[config.mk]
export PLATFORM = sky130hd
export DESIGN_NAME = echo_requester
export DESIGN_NICKNAME = d
export VERILOG_FILES = /design/src/rtl/echo_pkg.sv /design/src/rtl/echo_sb_fifo.sv /design/src/rtl/echo_requester.sv
export SDC_FILE = /design/constraint.sdc
export NUM_CORES = 1
export LEC_CHECK = 0
export BUFFER_PORTS_ARGS = -buffer_cell sky130_fd_sc_hd__clkbuf_2
export CAP_MARGIN = 20
export CORE_ASPECT_RATIO = 0.9
export CORE_UTILIZATION = 40
export CTS_BUF_LIST = sky130_fd_sc_hd__clkbuf_4
export DETAILED_ROUTE_END_ITERATION = 7
export MAX_ROUTING_LAYER = met4
export PLACE_DENSITY_LB_ADDON = 0.15
export SLEW_MARGIN = 30
export SYNTH_ARGS = -nofsm -noshare
export SYNTH_HDL_FRONTEND = slang
export SYNTH_SLANG_ARGS = --single-unit
export TNS_END_PERCENT = 1
[constraint.sdc]
create_clock -name CLK -period 8.09 [get_ports CLK]
set_input_delay 0.809 -clock CLK [delete_from_list [all_inputs] [get_ports CLK]]
set_output_delay 0.809 -clock CLK [all_outputs]
set_load 0.05 [all_outputs]
[src/rtl/echo_pkg.sv]
// Shared types and helpers for the echo requester: FSM state encoding,
// data width and saturating counter arithmetic.
package echo_pkg;

    localparam int ECHO_DATA_W = 32;

    typedef enum logic [1:0] {
        IDLE  = 2'd0,
        RUN   = 2'd1,
        DRAIN = 2'd2,
        DONE  = 2'd3
    } echo_state_e;

    // Sum of a and b clamped to the all-ones value of a w-bit counter (w <= 32).
    function automatic logic [31:0] sat_add(input logic [31:0] a, input logic [31:0] b,
                                            input int unsigned w);
        logic [32:0] sum;
        logic [32:0] lim;
        sum = {1'b0, a} + {1'b0, b};
        lim = (33'd1 << w) - 33'd1;
        if (sum > lim) begin
            sat_add = lim[31:0];
        end else begin
            sat_add = sum[31:0];
        end
    endfunction

    function automatic logic [31:0] sat_inc(input logic [31:0] a, input int unsigned w);
        return sat_add(a, 32'd1, w);
    endfunction

endpackage

[src/rtl/echo_sb_fifo.sv]
// In-order scoreboard of outstanding echo request values: DEPTH-entry
// circular FIFO with wrapping pointers, occupancy count and synchronous flush.
module echo_sb_fifo
    import echo_pkg::*;
#(
    parameter int DEPTH = 4
) (
    input  logic                     clk,
    input  logic                     rst,
    input  logic                     push,
    input  logic [ECHO_DATA_W-1:0]   push_v,
    input  logic                     pop,
    input  logic                     flush,
    output logic                     full,
    output logic                     empty,
    output logic [ECHO_DATA_W-1:0]   head,
    output logic [$clog2(DEPTH):0]   count
);

    localparam int AW = $clog2(DEPTH);
    localparam logic [AW:0] CNT_DEPTH = (AW + 1)'(DEPTH);

    logic [ECHO_DATA_W-1:0] mem_q [DEPTH];
    logic [AW-1:0]          wr_q;
    logic [AW-1:0]          rd_q;
    logic [AW:0]            cnt_q;
    logic                   pop_ok_s;
    logic                   push_ok_s;

    assign full      = (cnt_q == CNT_DEPTH);
    assign empty     = (cnt_q == {(AW + 1){1'b0}});
    assign head      = mem_q[rd_q];
    assign count     = cnt_q;
    assign pop_ok_s  = pop & ~empty;
    // A pop in the same cycle frees the slot, so a push into a full FIFO is still safe.
    assign push_ok_s = push & (~full | pop_ok_s);

    // Storage, pointers and occupancy.
    always_ff @(posedge clk or posedge rst) begin
        if (rst) begin
            for (int i = 0; i < DEPTH; i++) begin
                mem_q[i] <= {ECHO_DATA_W{1'b0}};
            end
            wr_q  <= {AW{1'b0}};
            rd_q  <= {AW{1'b0}};
            cnt_q <= {(AW + 1){1'b0}};
        end else if (flush) begin
            wr_q  <= {AW{1'b0}};
            rd_q  <= {AW{1'b0}};
            cnt_q <= {(AW + 1){1'b0}};
        end else begin
            if (push_ok_s) begin
                mem_q[wr_q] <= push_v;
                wr_q        <= wr_q + {{(AW - 1){1'b0}}, 1'b1};
            end
            if (pop_ok_s) begin
                rd_q <= rd_q + {{(AW - 1){1'b0}}, 1'b1};
            end
            case ({push_ok_s, pop_ok_s})
                2'b10:   cnt_q <= cnt_q + {{AW{1'b0}}, 1'b1};
                2'b01:   cnt_q <= cnt_q - {{AW{1'b0}}, 1'b1};
                default: cnt_q <= cnt_q;
            endcase
        end
    end

endmodule

[src/rtl/echo_requester.sv]
// Echo interface initiator: issues a burst of incrementing request values and
// checks the returned indications in order. Optional watchdog: ECHO_REQUESTER_TIMEOUT_EN.
module echo_requester
    import echo_pkg::*;
#(
    parameter int DEPTH = 4,
    parameter int CNT_W = 16
`ifdef ECHO_REQUESTER_TIMEOUT_EN
    , parameter int TIMEOUT_CYCLES = 1024
`endif
) (
    input  logic                   CLK,
    input  logic                   RST,
    input  logic                   start__ENA,
    output logic                   start__RDY,
    input  logic [CNT_W-1:0]       start_count,
    input  logic [ECHO_DATA_W-1:0] start_seed,
    output logic                   echoReq__ENA,
    output logic [ECHO_DATA_W-1:0] echoReq_v,
    input  logic                   echoReq__RDY,
    input  logic                   ind_echo__ENA,
    input  logic [ECHO_DATA_W-1:0] ind_echo_v,
    output logic                   ind_echo__RDY,
    output logic                   busy,
    output logic                   done,
    output logic [CNT_W-1:0]       sent_count,
    output logic [CNT_W-1:0]       recv_count,
    output logic [CNT_W-1:0]       err_count,
    output logic [ECHO_DATA_W-1:0] last_bad_v
`ifdef ECHO_REQUESTER_TIMEOUT_EN
    , output logic                 timeout
`endif
);

    localparam int SB_CW = $clog2(DEPTH) + 1;
    localparam logic [CNT_W-1:0] CNT_ZERO = {CNT_W{1'b0}};
    localparam logic [CNT_W-1:0] CNT_ONE  = {{(CNT_W - 1){1'b0}}, 1'b1};

    echo_state_e            state_q;
    logic [CNT_W-1:0]       count_q;
    logic [CNT_W-1:0]       sent_q;
    logic [CNT_W-1:0]       recv_q;
    logic [CNT_W-1:0]       err_q;
    logic [ECHO_DATA_W-1:0] seed_q;
    logic [ECHO_DATA_W-1:0] last_bad_q;
    logic                   rdy_q;

    logic                   sb_full_s;
    logic                   sb_empty_s;
    logic [ECHO_DATA_W-1:0] sb_head_s;
    logic [SB_CW-1:0]       sb_count_s;
    logic                   start_s;
    logic                   issue_s;
    logic                   resp_live_s;
    logic                   sb_pop_s;
    logic                   bad_s;
    logic                   wd_fire_s;

    assign start__RDY    = (state_q == IDLE) || (state_q == DONE);
    assign start_s       = start__ENA & start__RDY;
    assign issue_s       = (state_q == RUN) & (sent_q < count_q) & ~sb_full_s & echoReq__RDY & ~wd_fire_s;
    assign echoReq__ENA  = issue_s;
    assign echoReq_v     = seed_q + ECHO_DATA_W'(sent_q);
    // Responses are only scored once a burst has been started; stragglers seen in IDLE are dropped.
    assign resp_live_s   = ind_echo__ENA & (state_q != IDLE) & ~start_s & ~wd_fire_s;
    assign sb_pop_s      = resp_live_s & ~sb_empty_s;
    assign bad_s         = resp_live_s & (sb_empty_s | (sb_head_s != ind_echo_v));

    assign ind_echo__RDY = rdy_q;
    assign busy          = (state_q == RUN) || (state_q == DRAIN);
    assign done          = (state_q == DONE);
    assign sent_count    = sent_q;
    assign recv_count    = recv_q;
    assign err_count     = err_q;
    assign last_bad_v    = last_bad_q;

`ifdef ECHO_REQUESTER_TIMEOUT_EN
    localparam int WD_W = $clog2(TIMEOUT_CYCLES + 1);
    localparam logic [WD_W-1:0] WD_LIMIT = WD_W'(TIMEOUT_CYCLES);

    logic [WD_W-1:0] wd_q;
    logic            to_q;

    assign wd_fire_s = busy & (wd_q == WD_LIMIT);
    assign timeout   = to_q;

    // Watchdog: counts stalled cycles while responses are owed.
    always_ff @(posedge CLK or posedge RST) begin
        if (RST) begin
            wd_q <= {WD_W{1'b0}};
            to_q <= 1'b0;
        end else begin
            if (start_s || issue_s || sb_pop_s || !busy || wd_fire_s) begin
                wd_q <= {WD_W{1'b0}};
            end else if (!sb_empty_s) begin
                wd_q <= wd_q + {{(WD_W - 1){1'b0}}, 1'b1};
            end else begin
                wd_q <= {WD_W{1'b0}};
            end
            if (start_s) begin
                to_q <= 1'b0;
            end else if (wd_fire_s) begin
                to_q <= 1'b1;
            end else begin
                to_q <= to_q;
            end
        end
    end
`else
    assign wd_fire_s = 1'b0;
`endif

    echo_sb_fifo #(
        .DEPTH (DEPTH)
    ) u_sb (
        .clk    (CLK),
        .rst    (RST),
        .push   (issue_s),
        .push_v (echoReq_v),
        .pop    (sb_pop_s),
        .flush  (wd_fire_s),
        .full   (sb_full_s),
        .empty  (sb_empty_s),
        .head   (sb_head_s),
        .count  (sb_count_s)
    );

    // Burst FSM with its counters and error capture.
    always_ff @(posedge CLK or posedge RST) begin
        if (RST) begin
            state_q    <= IDLE;
            count_q    <= CNT_ZERO;
            seed_q     <= {ECHO_DATA_W{1'b0}};
            sent_q     <= CNT_ZERO;
            recv_q     <= CNT_ZERO;
            err_q      <= CNT_ZERO;
            last_bad_q <= {ECHO_DATA_W{1'b0}};
            rdy_q      <= 1'b0;
        end else begin
            rdy_q <= 1'b1;
            if (start_s) begin
                count_q    <= start_count;
                seed_q     <= start_seed;
                sent_q     <= CNT_ZERO;
                recv_q     <= CNT_ZERO;
                err_q      <= CNT_ZERO;
                last_bad_q <= {ECHO_DATA_W{1'b0}};
                state_q    <= (start_count == CNT_ZERO) ? DONE : RUN;
            end else if (wd_fire_s) begin
                err_q   <= CNT_W'(sat_add(32'(err_q), 32'(sb_count_s), CNT_W));
                state_q <= DONE;
            end else begin
                if (issue_s) begin
                    sent_q <= sent_q + CNT_ONE;
                end
                if (sb_pop_s) begin
                    recv_q <= recv_q + CNT_ONE;
                end
                if (bad_s) begin
                    err_q      <= CNT_W'(sat_inc(32'(err_q), CNT_W));
                    last_bad_q <= ind_echo_v;
                end
                case (state_q)
                    RUN: begin
                        if ((sent_q == count_q) || (issue_s && ((sent_q + CNT_ONE) == count_q))) begin
                            state_q <= DRAIN;
                        end
                    end
                    DRAIN: begin
                        if ((recv_q == count_q) && (sb_count_s == SB_CW'(0))) begin
                            state_q <= DONE;
                        end
                    end
                    default: state_q <= state_q;
                endcase
            end
        end
    end

endmodule

==> impl_metrics.env <==
export IMPL_outcome="finished, final reports clean"
export IMPL_clock_sinks=266
export IMPL_timing_rr_end="last_bad_v[21]"
export IMPL_setup_violations=0
export IMPL_max_stage_delay_ns=0.65
export IMPL_routabilityCongestion=0.871
export IMPL_synthFlopType="dfrtp_1"
export IMPL_detail_route_antenna_nets=0
export IMPL_syn_num_nets=1767
export IMPL_cts_reportedPaths_clkPinSlew_ns=0.07
export IMPL_routedWlPerCell_um=19.1
export IMPL_grt_usage=0.253
export IMPL_drtPass1Iterations=5
export IMPL_rsz0062_at_grt="false"
export IMPL_drc=0
export IMPL_clk_latency_ns=0.75
export IMPL_max_vdd_ir_drop_uv=199
export IMPL_fp_dieH_um=185
export IMPL_crit_path_end_kind="output port"
export IMPL_synth_edf_count=0
export IMPL_crit_arrival_ns=4.81
export IMPL_synthTopCellsByArea="dfrtp_1, nand2_1, o21ai_0"
export IMPL_crit_start="sent_count[0]"
export IMPL_synth_top_area_share=0.448
export IMPL_syn_inst=1634
export IMPL_antenna_found_initial=1
export IMPL_worstPathRequired_ns=7.28
export IMPL_cp_slowest_cell="a211oi_1"
export IMPL_post_cts_buffers=0
export IMPL_cp_max_fo=23
export IMPL_dpl_cell_area_mm2=0.0163
export IMPL_hold_violations=0
export IMPL_syn2layout_area_growth_pct=16.7
export IMPL_cts_resized=0
export IMPL_postLayoutCoreUtil=0.477
export IMPL_die_w_um=205
export IMPL_root_buffer="clkbuf_4"
export IMPL_rows=66
export IMPL_finClkSkew_ns=0.0340
export IMPL_finalInstanceArea_mm2=0.0173
export IMPL_rrSetupSlack_ns=3.46
export IMPL_start_util=0.409
export IMPL_async_reset_ff_frac=1.00
export IMPL_htree_levels=3
export IMPL_grt_pass1_vias=12376
export IMPL_via_per_inst=5.41
export IMPL_report_final_slew_viol_count=0
export IMPL_netlist_area_mm2=0.0148
export IMPL_dp_hpwl_mm=31.9
export IMPL_ys_ff_latch=266
export IMPL_slew_headroom=0.382
export IMPL_p_leak_nw=8.33
export IMPL_cts_tree="yes"
export IMPL_die_area_mm2=0.0379
export IMPL_placedCellCount=2238
export IMPL_seq_area_frac_synth=0.448
export IMPL_min_path_type="input port to asynchronous set/reset pin"
export IMPL_period_minus_slack_ns=5.62
export IMPL_avgSynthCellArea_um2=9.09
export IMPL_io_pins=202
export IMPL_num_fill_cells=3612
export IMPL_grt_max_degree=163
export IMPL_portBuffers=201
export IMPL_synth_top_cell_by_area="dfrtp_1"
export IMPL_final_period_utilization=0.695
export IMPL_reg2reg_depth=10
export IMPL_final_cell_count_no_fill=2382
export IMPL_powerDensity_mw_per_mm2=369
export IMPL_grt_pass1_wl_mm=71.6
export IMPL_ys_warn_count=0
export IMPL_cts_hold_buf=0
export IMPL_vias=12885
export IMPL_synth_cell_types=77
export IMPL_grt_ovfl_total=0
export IMPL_drive_gt1_frac=0.214
export IMPL_core_area_mm2=0.0363
export IMPL_critPathLaunchType="register"
export IMPL_criticalPathCategory="register to output port"
export IMPL_tightest_slew_ns=0.921
export IMPL_maxCapViolCount=0
export IMPL_nets=1977
export IMPL_ctsLongestPathBuffers=3
export IMPL_crit_chain="ha_1 > inv_1 > fa_1 > nor2b_1 > o31a_1 > o21ai_0 > a211oi_1 > o41a_1 > a211oi_2 > buf_4 > or4_1 > nand2_1 > clkbuf_2"
export IMPL_totalWireLength_mm=45.5
export IMPL_cts_made_buffers=78
export IMPL_initialDrtViolationCount=1011
export IMPL_fin_setup_tns_ns=0
export IMPL_clock_fmax_ghz=0.178
export IMPL_r2r_start="u_sb.rd_q[1]"
[worst max-delay path by stage]
stage	endpoint	depth (start not counted)
floorplan	echoReq_v[22]	12
global placement	echoReq_v[28]	13
detailed placement	echoReq_v[26]	13
CTS	echoReq_v[26]	13
global route	echoReq_v[26]	13
finish	echoReq_v[26]	13
[sequential cells by signal, indices dropped and copies added (netlist names)]
register       cells
u_sb.count         3
ind_echo__RDY      1
last_bad_v        32
err_count         16
count_q           16
u_sb.rd_q          2
sent_count        16
seed_q            32
recv_count        16
state_q            2
u_sb.mem_q       128
u_sb.wr_q          2
[power by group]
part / internal [mW] / total [mW] / switching (mW)
Combinational: 0.950 / 2.85 / 1.90
Sequential: 1.80 / 2.23 / 0.428
Clock: 0.698 / 1.32 / 0.620
[cells in the mapped netlist (3+ instances only)]
master	instances
nor3b_1	4
nand2b_1	8
dfrtp_1	266
a21oi_1	46
nor3_1	15
nor2b_1	8
a211o_1	3
mux2_2	24
o22ai_1	6
or3_1	6
nor4_1	12
nand4_1	20
a31oi_1	21
o31ai_1	15
inv_1	60
o2111ai_1	4
buf_2	9
nand3_1	79
a2111oi_0	3
a221oi_1	5
o21a_1	5
xnor2_1	61
mux2i_1	26
o211ai_1	13
a311oi_1	4
o21ai_0	117
clkbuf_1	70
buf_6	5
nand2_1	367
nand3b_1	3
a211oi_1	8
xor2_1	56
and3_1	17
and2_1	12
a41oi_1	4
mux4_2	18
and4_1	3
o31a_1	5
or4_1	18
a21o_1	13
nor2_1	95
ha_1	46
o311ai_0	6
buf_1	3
[logic make-up (layout without fill, tap and decap cells)]
logic type               Yosys count  count (layout)  synth area share
AO/OA/AOI/OAI                    305             305             0.131
XOR/XNOR                         117             117            0.0690
adder cells (fa/ha/maj)           48              48            0.0415
buffers and inverters            149             420            0.0415
flip-flops                       266             266             0.448
multiplexers                      68              68            0.0630
other                              1               2          0.000253
AND/OR/NAND/NOR                  680             680             0.205
[cells in the final DEF, fill, tap and decap left out, drive strengths merged, types with 5 or more instances in the layout]
| cell type | netlist | final |
|---|---|---|
| nand3 | 79 | 79 |
| clkinv | 0 | 16 |
| o22ai | 6 | 6 |
| nor2b | 8 | 8 |
| nand4 | 20 | 20 |
| inv | 60 | 63 |
| nor4 | 12 | 12 |
| nor2 | 96 | 96 |
| a211oi | 10 | 10 |
| xnor2 | 61 | 61 |
| nand2 | 367 | 367 |
| a21oi | 46 | 46 |
| or3 | 6 | 6 |
| mux4 | 18 | 18 |
| o21a | 5 | 5 |
| o311ai | 6 | 6 |
| o31ai | 15 | 15 |
| a221oi | 6 | 6 |
| dfrtp | 266 | 266 |
| a21o | 13 | 13 |
| nand2b | 8 | 8 |
| and2 | 14 | 14 |
| nor3 | 16 | 16 |
| mux2i | 26 | 26 |
| xor2 | 56 | 56 |
| and3 | 17 | 17 |
| o31a | 5 | 5 |
| or4 | 19 | 19 |
| a31oi | 21 | 21 |
| o21ai | 119 | 119 |
| clkbuf | 70 | 319 |
| buf | 19 | 18 |
| o211ai | 13 | 13 |
| ha | 46 | 46 |
| mux2 | 24 | 24 |
[metrics by stage]
stage	hold WS [ns]	setup WS, ns	power (mW)
2_1_floorplan	0.441	3.45	4.23
3_3_place_gp	0.457	3.42	5.03
3_5_place_dp	0.463	3.30	5.08
4_1_cts	0.0222	2.46	6.42
5_1_grt	0.0469	2.23	6.82
6_report	0.0694	2.47	6.39
[worst max-delay path, delay by kind of cell (launching register included)]
family	cells	cell delay (ns)
AOI/OAI and AO/OA	5	1.43
adders and majority gates	2	0.63
buffers and inverters	3	0.56
DFF	1	0.52
and+or+nand+nor	3	0.93
[cell type report]
cell class,count,area [um^2],share of cell area
diodes,1,2.50,0.000144
clock buffers,118,886,0.0511
clock inverters,23,121,0.00700
inverters,60,229,0.0132
multi-input cells,1219,7640,0.441
flip-flops and latches,266,6660,0.384
well taps,476,596,0.0344
repair buffers,219,1200,0.0692
[metal layers]
metal  GRT usage  part of all wire
met3      0.0513             0.068
met2       0.345              0.41
met4      0.0889             0.029
met5           -                 0
met1       0.369              0.49
Note: power is estimated with default switching activity, not from simulation.
